`src/rtl/viterbi_pkg.sv`:
```
// Shared defaults, FSM encoding and the branch-label helper for the ACS trellis unit.
package viterbi_pkg;

  localparam int         K_DEF    = 3;
  localparam int         BM_W_DEF = 2;
  localparam int         PM_W_DEF = 8;
  localparam int         NACS_DEF = 2;
  localparam logic [2:0] G0_DEF   = 3'b111;
  localparam logic [2:0] G1_DEF   = 3'b101;

  typedef enum logic [1:0] {
    ST_IDLE = 2'd0,
    ST_ACS  = 2'd1,
    ST_OUT  = 2'd2
  } fsm_state_e;

  // Expected encoder output {c0,c1} for the register contents {u,p}.
  // Arguments are zero-extended so any constraint length up to 32 fits.
  function automatic logic [1:0] exp_sym(input logic [31:0] path,
                                         input logic [31:0] g0,
                                         input logic [31:0] g1);
    exp_sym = {^(path & g0), ^(path & g1)};
  endfunction

endpackage

```
`src/rtl/acs_lane.sv`:
```
// One add-compare-select lane: saturating cost for each predecessor,
// strict-less compare (ties keep p0) and reachability handling.
module acs_lane
  import viterbi_pkg::*;
#(
  parameter int PM_W = PM_W_DEF,
  parameter int BM_W = BM_W_DEF
) (
  input  logic [PM_W-1:0] pm0,
  input  logic            v0,
  input  logic [BM_W-1:0] bm0,
  input  logic [PM_W-1:0] pm1,
  input  logic            v1,
  input  logic [BM_W-1:0] bm1,
  output logic [PM_W-1:0] pm_new,
  output logic            v_new,
  output logic            dec
);

  logic [PM_W:0]   cost0_raw, cost1_raw;
  logic [PM_W-1:0] cost0, cost1;

  // One spare bit catches the carry so the sum can clamp at the top value.
  assign cost0_raw = {1'b0, pm0} + (PM_W+1)'(bm0);
  assign cost1_raw = {1'b0, pm1} + (PM_W+1)'(bm1);
  assign cost0     = cost0_raw[PM_W] ? '1 : cost0_raw[PM_W-1:0];
  assign cost1     = cost1_raw[PM_W] ? '1 : cost1_raw[PM_W-1:0];

  // Select the surviving predecessor; an unreachable state reports metric 0.
  always_comb begin
    pm_new = '0;
    v_new  = 1'b0;
    dec    = 1'b0;
    if (v0 && v1) begin
      v_new  = 1'b1;
      dec    = (cost1 < cost0);
      pm_new = (cost1 < cost0) ? cost1 : cost0;
    end else if (v0) begin
      v_new  = 1'b1;
      pm_new = cost0;
    end else if (v1) begin
      v_new  = 1'b1;
      dec    = 1'b1;
      pm_new = cost1;
    end
  end

endmodule

```
`src/rtl/acs_trellis_unit.sv`:
```
// Time-multiplexed Viterbi ACS step: NACS lanes sweep the NSTATES trellis
// states over NSTATES/NACS cycles, ping-ponging path metrics between two banks.
// Handshakes: a transfer happens on a rising edge where valid and ready are
// both high; valid never waits on ready, and once raised dec_valid and its
// payload hold until dec_ready accepts them.
module acs_trellis_unit
  import viterbi_pkg::*;
#(
  parameter int             K    = K_DEF,
  parameter int             BM_W = BM_W_DEF,
  parameter int             PM_W = PM_W_DEF,
  parameter int             NACS = NACS_DEF,
  parameter logic [K-1:0]   G0   = G0_DEF,
  parameter logic [K-1:0]   G1   = G1_DEF,
  localparam int            NSTATES = 2**(K-1)
) (
  input  logic                clk,
  input  logic                rst_n,
  input  logic                frame_start,
  input  logic                bm_valid,
  output logic                bm_ready,
  input  logic [4*BM_W-1:0]   bm_in,
  output logic                dec_valid,
  input  logic                dec_ready,
  output logic [NSTATES-1:0]  dec_o,
  output logic [NSTATES-1:0]  state_valid_o,
  output logic [K-2:0]        best_state_o,
  output logic [PM_W-1:0]     best_pm_o,
  output logic                norm_o
);

  localparam int SW = K - 1;
  localparam int G  = NSTATES / NACS;
  localparam int GW = (G > 1) ? $clog2(G) : 1;
  localparam logic [PM_W-1:0] HALF = {1'b1, {(PM_W-1){1'b0}}};

  fsm_state_e fsm_state, fsm_next;
  logic [GW-1:0] grp_q;
  logic          last_grp;

  logic [4*BM_W-1:0] bm_r;
  logic              frame_r;
  logic              norm_pend;
  logic              use_norm;

  logic              cur;
  logic              nxt;
  logic [PM_W-1:0]   pm_bank [2][NSTATES];
  logic [NSTATES-1:0] v_bank [2];

  logic [PM_W-1:0]    eff_pm [NSTATES];
  logic [NSTATES-1:0] eff_v;

  logic [PM_W-1:0]    lane_pm [NACS];
  logic [NACS-1:0]    lane_v;
  logic [NACS-1:0]    lane_dec;

  logic [PM_W-1:0]    new_pm [NSTATES];
  logic [NSTATES-1:0] new_v;
  logic [SW-1:0]      best_s;
  logic [PM_W-1:0]    best_pm;
  logic               any_v;

  logic [NSTATES-1:0] dec_q;
  logic [NSTATES-1:0] sv_q;
  logic [SW-1:0]      best_s_q;
  logic [PM_W-1:0]    best_pm_q;
  logic               norm_q;

  assign nxt      = ~cur;
  assign last_grp = (grp_q == GW'(G - 1));
  assign use_norm = norm_pend & ~frame_r;

  // FSM state register.
  always_ff @(posedge clk) begin
    if (!rst_n) fsm_state <= ST_IDLE;
    else        fsm_state <= fsm_next;
  end

  // FSM next state and handshake outputs.
  always_comb begin
    fsm_next  = fsm_state;
    bm_ready  = 1'b0;
    dec_valid = 1'b0;
    case (fsm_state)
      ST_IDLE: begin
        bm_ready = 1'b1;
        if (bm_valid) fsm_next = ST_ACS;
      end
      ST_ACS: begin
        if (last_grp) fsm_next = ST_OUT;
      end
      ST_OUT: begin
        dec_valid = 1'b1;
        if (dec_ready) fsm_next = ST_IDLE;
      end
      default: fsm_next = ST_IDLE;
    endcase
  end

  // Metrics as seen by this step: a frame start forces the initial trellis,
  // otherwise the current bank minus the pending normalisation offset.
  always_comb begin
    eff_v = '0;
    for (int p = 0; p < NSTATES; p++) begin
      if (frame_r) begin
        eff_v[p]  = (p == 0);
        eff_pm[p] = '0;
      end else begin
        eff_v[p]  = v_bank[cur][p];
        eff_pm[p] = pm_bank[cur][p] - (use_norm ? HALF : '0);
      end
    end
  end

  for (genvar l = 0; l < NACS; l++) begin : g_lane
    logic [SW-1:0]   s, p0, p1;
    logic [1:0]      sym0, sym1;
    logic [BM_W-1:0] bm0, bm1;

    // New state handled by this lane; its predecessors differ only in the LSB.
    assign s    = SW'(int'(grp_q) * NACS + l);
    assign p0   = {s[SW-2:0], 1'b0};
    assign p1   = {s[SW-2:0], 1'b1};
    assign sym0 = exp_sym(32'({s[SW-1], p0}), 32'(G0), 32'(G1));
    assign sym1 = exp_sym(32'({s[SW-1], p1}), 32'(G0), 32'(G1));
    assign bm0  = bm_r[int'(sym0)*BM_W +: BM_W];
    assign bm1  = bm_r[int'(sym1)*BM_W +: BM_W];

    acs_lane #(.PM_W(PM_W), .BM_W(BM_W)) u_lane (
      .pm0    (eff_pm[p0]),
      .v0     (eff_v[p0]),
      .bm0    (bm0),
      .pm1    (eff_pm[p1]),
      .v1     (eff_v[p1]),
      .bm1    (bm1),
      .pm_new (lane_pm[l]),
      .v_new  (lane_v[l]),
      .dec    (lane_dec[l])
    );
  end

  // Next-bank view including this cycle's lane results, then lowest-metric
  // scan (strict less keeps the lowest index on ties).
  always_comb begin
    new_v = v_bank[nxt];
    for (int s = 0; s < NSTATES; s++) new_pm[s] = pm_bank[nxt][s];
    if (fsm_state == ST_ACS) begin
      for (int l = 0; l < NACS; l++) begin
        new_pm[int'(grp_q)*NACS + l] = lane_pm[l];
        new_v[int'(grp_q)*NACS + l]  = lane_v[l];
      end
    end
    best_s  = '0;
    best_pm = '0;
    any_v   = 1'b0;
    for (int s = 0; s < NSTATES; s++) begin
      if (new_v[s] && (!any_v || new_pm[s] < best_pm)) begin
        any_v   = 1'b1;
        best_s  = SW'(s);
        best_pm = new_pm[s];
      end
    end
  end

  // Datapath: capture the step, write lane results, swap banks and publish.
  always_ff @(posedge clk) begin
    if (!rst_n) begin
      grp_q     <= '0;
      bm_r      <= '0;
      frame_r   <= 1'b0;
      norm_pend <= 1'b0;
      cur       <= 1'b0;
      for (int b = 0; b < 2; b++)
        for (int s = 0; s < NSTATES; s++) pm_bank[b][s] <= '0;
      v_bank[0] <= NSTATES'(1);
      v_bank[1] <= '0;
      dec_q     <= '0;
      sv_q      <= '0;
      best_s_q  <= '0;
      best_pm_q <= '0;
      norm_q    <= 1'b0;
    end else begin
      case (fsm_state)
        ST_IDLE: begin
          if (bm_valid) begin
            bm_r    <= bm_in;
            frame_r <= frame_start;
            grp_q   <= '0;
          end
        end
        ST_ACS: begin
          for (int l = 0; l < NACS; l++) begin
            pm_bank[nxt][int'(grp_q)*NACS + l] <= lane_pm[l];
            v_bank[nxt][int'(grp_q)*NACS + l]  <= lane_v[l];
            dec_q[int'(grp_q)*NACS + l]        <= lane_dec[l];
          end
          if (last_grp) begin
            grp_q     <= '0;
            cur       <= nxt;
            sv_q      <= new_v;
            best_s_q  <= best_s;
            best_pm_q <= best_pm;
            norm_q    <= use_norm;
            norm_pend <= any_v && (best_pm >= HALF);
          end else begin
            grp_q <= grp_q + 1'b1;
          end
        end
        default: ;
      endcase
    end
  end

  assign dec_o         = dec_q;
  assign state_valid_o = sv_q;
  assign best_state_o  = best_s_q;
  assign best_pm_o     = best_pm_q;
  assign norm_o        = norm_q;

endmodule
```
`config.mk`:
```
export PLATFORM = sky130hd
export DESIGN_NAME = acs_trellis_unit
export DESIGN_NICKNAME = d
export VERILOG_FILES = /design/src/rtl/viterbi_pkg.sv /design/src/rtl/acs_lane.sv /design/src/rtl/acs_trellis_unit.sv
export SDC_FILE = /design/constraint.sdc
export NUM_CORES = 1
export LEC_CHECK = 0
export CAP_MARGIN = 0
export CELL_PAD_IN_SITES_DETAIL_PLACEMENT = 1
export CELL_PAD_IN_SITES_GLOBAL_PLACEMENT = 1
export CORE_ASPECT_RATIO = 1.75
export CORE_UTILIZATION = 42
export DETAILED_ROUTE_END_ITERATION = 8
export PLACE_DENSITY_LB_ADDON = 0.15
export SYNTH_ARGS = -nofsm -noshare
export SYNTH_HDL_FRONTEND = slang
export SYNTH_SLANG_ARGS = --single-unit
```
`constraint.sdc`:
```
create_clock -name clk -period 12.15 [get_ports clk]
set_input_delay 2.43 -clock clk [delete_from_list [all_inputs] [get_ports clk]]
set_output_delay 2.43 -clock clk [all_outputs]
set_load 0.02 [all_outputs]
```
==> key figures, run 1 <==
Run status
  – Outcome: finished, final reports clean

STA
  – RSZ-0062 raised after global routing: no
  – TNS Setup: 0 ps
  – Final clock skew: 16.9 ps
  – Max Freq: 88.9 MHz
  – Hold Fails Final Rpt: 0
  – Slew @ Worst Pin: 964 ps
  – Fin crit share: 0.926
  – Crit path time final: 11250 ps
  – Fin. max-slew vios: 0
  – Max-slew headroom: 0.351
  – Setup ws final: 899 ps
  – Final setup fails: 0
  – Hold slack: 472 ps

Floorplanning
  – Core area: 19300 µm²
  – Row count: 67
  – Die Ht: 188 µm
  – # IOs: 34
  – Die X: 108 µm
  – Starting Density: 0.430
  – Die area: 20300 µm²

Place
  – Hpwl dp: 23.4 mm
  – Number of buffers added on ports: 33
  – Area post-placement: 8880 µm²
  – GP Congestion: 0.896
  – Dpl ws: 707 ps
  – Placed Instances: 1208

CTS
  – Clk_lat worst skew: 370 ps
  – Post-CTS setup buffers: 0
  – Maximum clock path buffer count: 2
  – CTS clock-pin slew for the worst setup and hold paths: 80 ps
  – Hold_buf cts: 0
  – Resized cells post-CTS: 0
  – CTS tree: yes
  – Htree depth: 3
  – Root Buffer Master: clkbuf_16
  – Clk sinks: 106
  – CTS Buf Count: 9

Routing
  – WL final: 29.5 mm
  – DRC: 0
  – Pre-antenna DRT Iters: 5
  – Vias: 7407
  – Routed Antenna Nets: 0
  – DR vias/cell: 6.05
  – Wire length per cell: 24.1 µm
  – DR iter-0 viols: 384

Logic synthesis
  – Main flop type after synthesis: edfxtp_1
  – Mux contribution to synthesized area: 0.113
  – #FFs+latches synth: 106
  – Count of cell types in the netlist: 84
  – Ys async rst share: 0
  – Syn Inst Count: 961
  – Synthesized area per cell: 8.63 µm²
  – Compound-Gate Fraction of Synth Area: 0.192
  – Post-Synth Simple-Gate Area: 0.208
  – Post-synthesis adder-cell area fraction: 0.0730
  – Largest family of logic cells by synthesized area: simple AND/OR/NAND/NOR gates
  – Number of flops mapped to enable cells by yosys: 72
  – Post-synthesis sequential area ratio: 0.343
  – Synthesized Nets: 1020
  – Synth warn: 0
  – Synth Cell Area: 8290 µm²
  – Synth Area in XOR/XNOR: 0.0178

Critical path
  – Cell depth of the worst flop-to-flop path: 52
  – Flop2flop setup slack: 900 ps
  – Critical Path AT: 11540 ps
  – Worst R2R End: best_pm_o[1]
  – CP max stage cell: a22oi_1
  – Setup crit end kind: flip-flop
  – Crit Path Class: reg2reg
  – Delay of the slowest critical-path stage: 730 ps
  – Worst EP required: 12440 ps
  – Worst setup SP type: flip-flop
  – Crit Path Max Fanout: 33

Cells and area
  – Share of cells above drive strength 1: 0.0916
  – Layout area overhead: 11.0%
  – Design area: 9210 µm²
  – Fin cells: 1224
  – Nets@finish: 1037
  – Most frequent cells in the layout: 111 x nand2_1, 109 x nor2_1, 73 x mux2i_1, 72 x edfxtp_1, 55 x a21oi_1
  – Final cell utilization of the core: 0.477
  – Commonest non-fill, non-tap cell in the layout: nand2_1
  – N_diodes: 0

Flow run
  – MaxCap Viol Count: 0

Hold path
  – Worst Hold End: norm_o
  – Hold Path Class: reg2reg
  – Min-delay src: norm_o
  – Hold Path Stages: 2

Pwr
  – Static leakage: 3.61 nW
  – Peak supply drop: 0.0000734 V
  – PwrDens: 124 nW/µm²
  – Total design power: 1.14 mW

Global routing
  – Number of global-route vias before repair: 7762
  – Initial antenna violation count: 0
  – Global route overflow: 0
  – Total GRT Usage: 0.303
  – Largest net degree at the start of global routing: 58
  – First-pass GRT wire length: 45.1 mm
-- sequential cells by signal, summed over array words and instances, names as in the netlist, named ones only --
name / flops
best_pm_o: 8
best_state_o: 2
bm_r: 8
cur: 1
dec_o: 4
frame_r: 1
fsm_state: 2
grp_q: 1
norm_o: 1
norm_pend: 1
pm_bank: 64
state_valid_o: 4
v_bank: 8
-- cell usage after synthesis, drive strengths merged (6+ instances only) --
cell,n,share of area
nor3,22,0.014
and3,6,0.0045
a21oi,57,0.035
dfxtp,34,0.082
or2,7,0.0053
inv,51,0.023
nand2,114,0.053
nor2,110,0.050
mux2i,74,0.090
nor2b,25,0.019
a21o,11,0.010
xnor2,13,0.014
edfxtp,72,0.26
nand2b,11,0.0083
and2,16,0.012
mux2,17,0.024
a211oi,28,0.026
o21ai,56,0.034
clkbuf,35,0.016
o211a,6,0.0072
o21a,8,0.0072
a21boi,15,0.014
buf,19,0.014
ha,42,0.063
nand3,22,0.014
-- kinds of logic after synthesis --
kind of cell | after synthesis
AND/OR/NAND/NOR | 360
AO/OA/AOI/OAI | 236
buffers and inverters | 106
flip-flops | 106
multiplexers | 91
adder cells (fa/ha/maj) | 46
XOR/XNOR | 16
-- routing by layer --
metal,track usage,vias to the layer above,part of all wire
met1,0.312,3668,0.36
met2,0.549,178,0.53
li1,-,3475,-
met4,0.232,0,0.083
met5,0,-,0
met3,0.0302,86,0.028
-- critical path, delay by kind of cell (launching register included) --
family / cells / cell delay, ps
compound gates: 24 / 5230
buf+inv: 7 / 770
mux: 4 / 940
simple gates: 12 / 2240
fa+ha+maj: 5 / 1320
flops: 1 / 660
-- final cells by class --
class,instances,area (µm²)
Clock inverter,7,97.6
Sequential cell,106,2850
Inverter,52,195
Clock buffer,9,225
Multi-Input combinational cell,749,5010
Fill cell,2299,10100
Timing Repair Buffer,60,528
Tap cell,241,302
-- power by group --
group	internal (mW)	total (mW)	leakage (nW)	switching, mW
clock network	0.183	0.326	0.156	0.144
registers	0.405	0.424	1.02	0.0194
logic	0.141	0.390	2.43	0.249
total	0.729	1.14	3.61	0.412
-- worst max-delay path by stage --
stage                   end  slack (ps)  depth (start not counted)  startpoint
3_3_place_gp   best_pm_o[1]        1040                         54   flip-flop
4_1_cts        best_pm_o[1]         690                         54   flip-flop
2_1_floorplan  best_pm_o[1]        1630                         59   flip-flop
6_report       best_pm_o[1]         900                         52   flip-flop
5_1_grt        best_pm_o[1]          50                         54   flip-flop
3_5_place_dp   best_pm_o[1]         710                         52   flip-flop
Note: power is estimated with default switching activity, not from simulation.
==> inputs of run 2 (changes only) <==
- GPL_TIMING_DRIVEN: not set -> 0
- clock period: 12.15 -> 9.1 ns (I/O delays scaled with it)
==> run 2 against run 1 <==
The run now ends with max-capacitance violations, max-slew violations, negative setup slack left. Clock power grew 21%. Register-to-register slack lost 2400 ps. Global-route usage grew 6.1 points. Largest cell class unchanged. Highest routed layer unchanged.
==> key figures, run 2 (synthesis gave the netlist of run 1 again) <==
Run status
  – Outcome: complete, but fails checks
  – Failing checks: max-capacitance violations, max-slew violations, negative setup slack

Global routing
  – Largest net degree at the start of global routing: 19 (-67%)
  – First-pass GRT wire length: 53.1 mm (+18%)
  – Global route overflow: 0 (unchanged)
  – Number of global-route vias before repair: 8822 (+14%)
  – Total GRT Usage: 0.364 (+0.0610)
  – Initial antenna violation count: 0 (unchanged)

Cells and area
  – Share of cells above drive strength 1: 0.251 (+0.160)
  – Nets@finish: 1146 (+11%)
  – N_diodes: 0 (unchanged)
  – Most frequent cells in the layout: 106 x nand2_1, 102 x nor2_1, 76 x buf_4, 72 x edfxtp_1, 63 x mux2i_1
  – Design area: 10800 µm² (+17%)
  – Largest Register: pm_bank
  – Max reg flops: 64 (unchanged)
  – Fin cells: 1332 (+8.8%)
  – Commonest non-fill, non-tap cell in the layout: nand2_1
  – Final cell utilization of the core: 0.559 (+0.0811)
  – Layout area overhead: 29.9%
  – # fillers: 2248 (-2.2%)

CTS
  – CTS Buf Count: 9 (unchanged)
  – CTS tree: yes
  – Clk_lat worst skew: 370 ps (about the same)
  – CTS clock-pin slew for the worst setup and hold paths: 70 ps (about the same)
  – Root Buffer Master: clkbuf_16
  – Clk sinks: 106 (unchanged)
  – Htree depth: 3 (unchanged)
  – Maximum clock path buffer count: 2 (unchanged)
  – Hold_buf cts: 0 (unchanged)

Routing
  – Pre-antenna DRT Iters: 5 (unchanged)
  – DR iter-0 viols: 648 (+69%)
  – Wire length per cell: 27.6 µm (+14%)
  – WL final: 36.8 mm (+25%)
  – Vias: 8428 (+14%)
  – DRC: 0 (unchanged)
  – Routed Antenna Nets: 0 (unchanged)
  – DR vias/cell: 6.33 (+4.6%)

Critical path
  – Crit Path Max Fanout: 6 (-82%)
  – Crit Path Class: reg2reg
  – Worst R2R End: best_pm_o[1]
  – CP most frequent cell: buf_12
  – Flop2flop setup slack: -1460 ps (-2360 ps)
  – Critical Path AT: 10850 ps (-690 ps)
  – Setup crit end kind: flip-flop
  – Worst setup SP type: flip-flop
  – Cell depth of the worst flop-to-flop path: 57 (+9.6%)
  – Worst EP required: 9390 ps (-3050 ps)
  – CP max stage cell: nor4_1
  – Delay of the slowest critical-path stage: 470 ps (-260 ps)

Place
  – Hpwl dp: 26.1 mm (+11%)
  – Placed Instances: 1234 (+2.2%)
  – Area post-placement: 9070 µm² (+2.2%)
  – GP Congestion: 0.950 (+6.0%)
  – Number of buffers added on ports: 32 (-3.0%)

Floorplanning
  – Row count: 67 (unchanged)
  – Die Ht: 188 µm (unchanged)
  – # IOs: 34 (unchanged)
  – Core area: 19300 µm² (unchanged)
  – Die X: 108 µm (unchanged)
  – Starting Density: 0.430 (unchanged)
  – Die area: 20300 µm² (unchanged)

STA
  – Hold Fails Final Rpt: 0 (unchanged)
  – Max-slew headroom: -0.0251 (-0.376)
  – Crit path time final: 10560 ps (-693 ps)
  – Fin. max-slew vios: 5 (+5)
  – Slew @ Worst Pin: 1520 ps (+558 ps)
  – Final clock skew: 15.5 ps (-1.33 ps)
  – Setup ws final: -1460 ps (-2360 ps)
  – Hold slack: 471 ps (-0.535 ps)
  – Final setup fails: 11 (+11)
  – RSZ-0062 raised after global routing: yes
  – Max Freq: 94.7 MHz (+6.6%)
  – Fin crit share: 1.16 (+0.234)

Hold path
  – Hold Path Stages: 2 (unchanged)
  – Worst Hold End: state_valid_o[1]
  – Min-delay src: state_valid_o[1]
  – Hold Path Class: reg2reg

Pwr
  – Total design power: 1.74 mW (+52%)
  – Static leakage: 4.16 nW (+15%)
  – Peak supply drop: 0.000103 V (+40%)
  – PwrDens: 161 nW/µm² (+30%)

Flow run
  – MaxCap Viol Count: 2 (+2)
run 2: repair_timing:
item | CTS | global route
setup endpoints to repair | 11 | 11
resized for setup | 129 | 55
buffers inserted | 66 | 17
gates cloned | 2 | 0
pin swaps | 51 | 35
run 2: cell type report:
cell class | instances | area [µm²] | share of cell area
repair buffers | 116 | 993 | 0.0923
flip-flops and latches | 106 | 2850 | 0.264
clock buffers | 9 | 225 | 0.0209
well taps | 241 | 302 | 0.0280
multi-input cells | 749 | 5730 | 0.532
inverters | 52 | 195 | 0.0181
plain buffers | 53 | 425 | 0.0395
clock inverters | 6 | 51.3 | 0.00476
run 2: worst max-delay path by stage:
stage               slack (ps)  cells after the start           end
floorplan                 -570                     59  best_pm_o[1]
global route             -1770                     59  best_pm_o[1]
global placement         -3480                     49  best_pm_o[4]
detailed placement       -3620                     49  best_pm_o[4]
finish                   -1460                     57  best_pm_o[1]
CTS                      -1010                     60  best_pm_o[1]
run 2: report_power, final:
part | internal (mW) | switching (mW)
registers | 0.541 | 0.0204
logic | 0.316 | 0.466
clock network | 0.189 | 0.204
total | 1.05 | 0.691
run 2: per-layer routing:
| layer | track usage | vias up | share of wire |
|---|---|---|---|
| met5 | 0 | - | 0 |
| met4 | 0.283 | 0 | 0.088 |
| met3 | 0.0441 | 165 | 0.055 |
| met2 | 0.637 | 378 | 0.50 |
| met1 | 0.387 | 4180 | 0.35 |
| li1 | - | 3705 | - |
run 2: worst max-delay path: cells and delay by family, from the launching register on:
| kind | cells | cell delay [ps] |
|---|---|---|
| buf+inv | 17 | 2060 |
| fa+ha+maj | 5 | 1400 |
| compound gates | 21 | 3590 |
| flops | 1 | 380 |
| mux | 4 | 920 |
| simple gates | 10 | 2050 |
run 2: stage by stage:
stage / setup TNS [ps] / worst slack [ps]
6_report: -14700 / -1460
5_1_grt: -18120 / -1770
4_1_cts: -9890 / -1010
3_5_place_dp: -37510 / -3620
3_3_place_gp: -36430 / -3480
2_1_floorplan: -4750 / -575
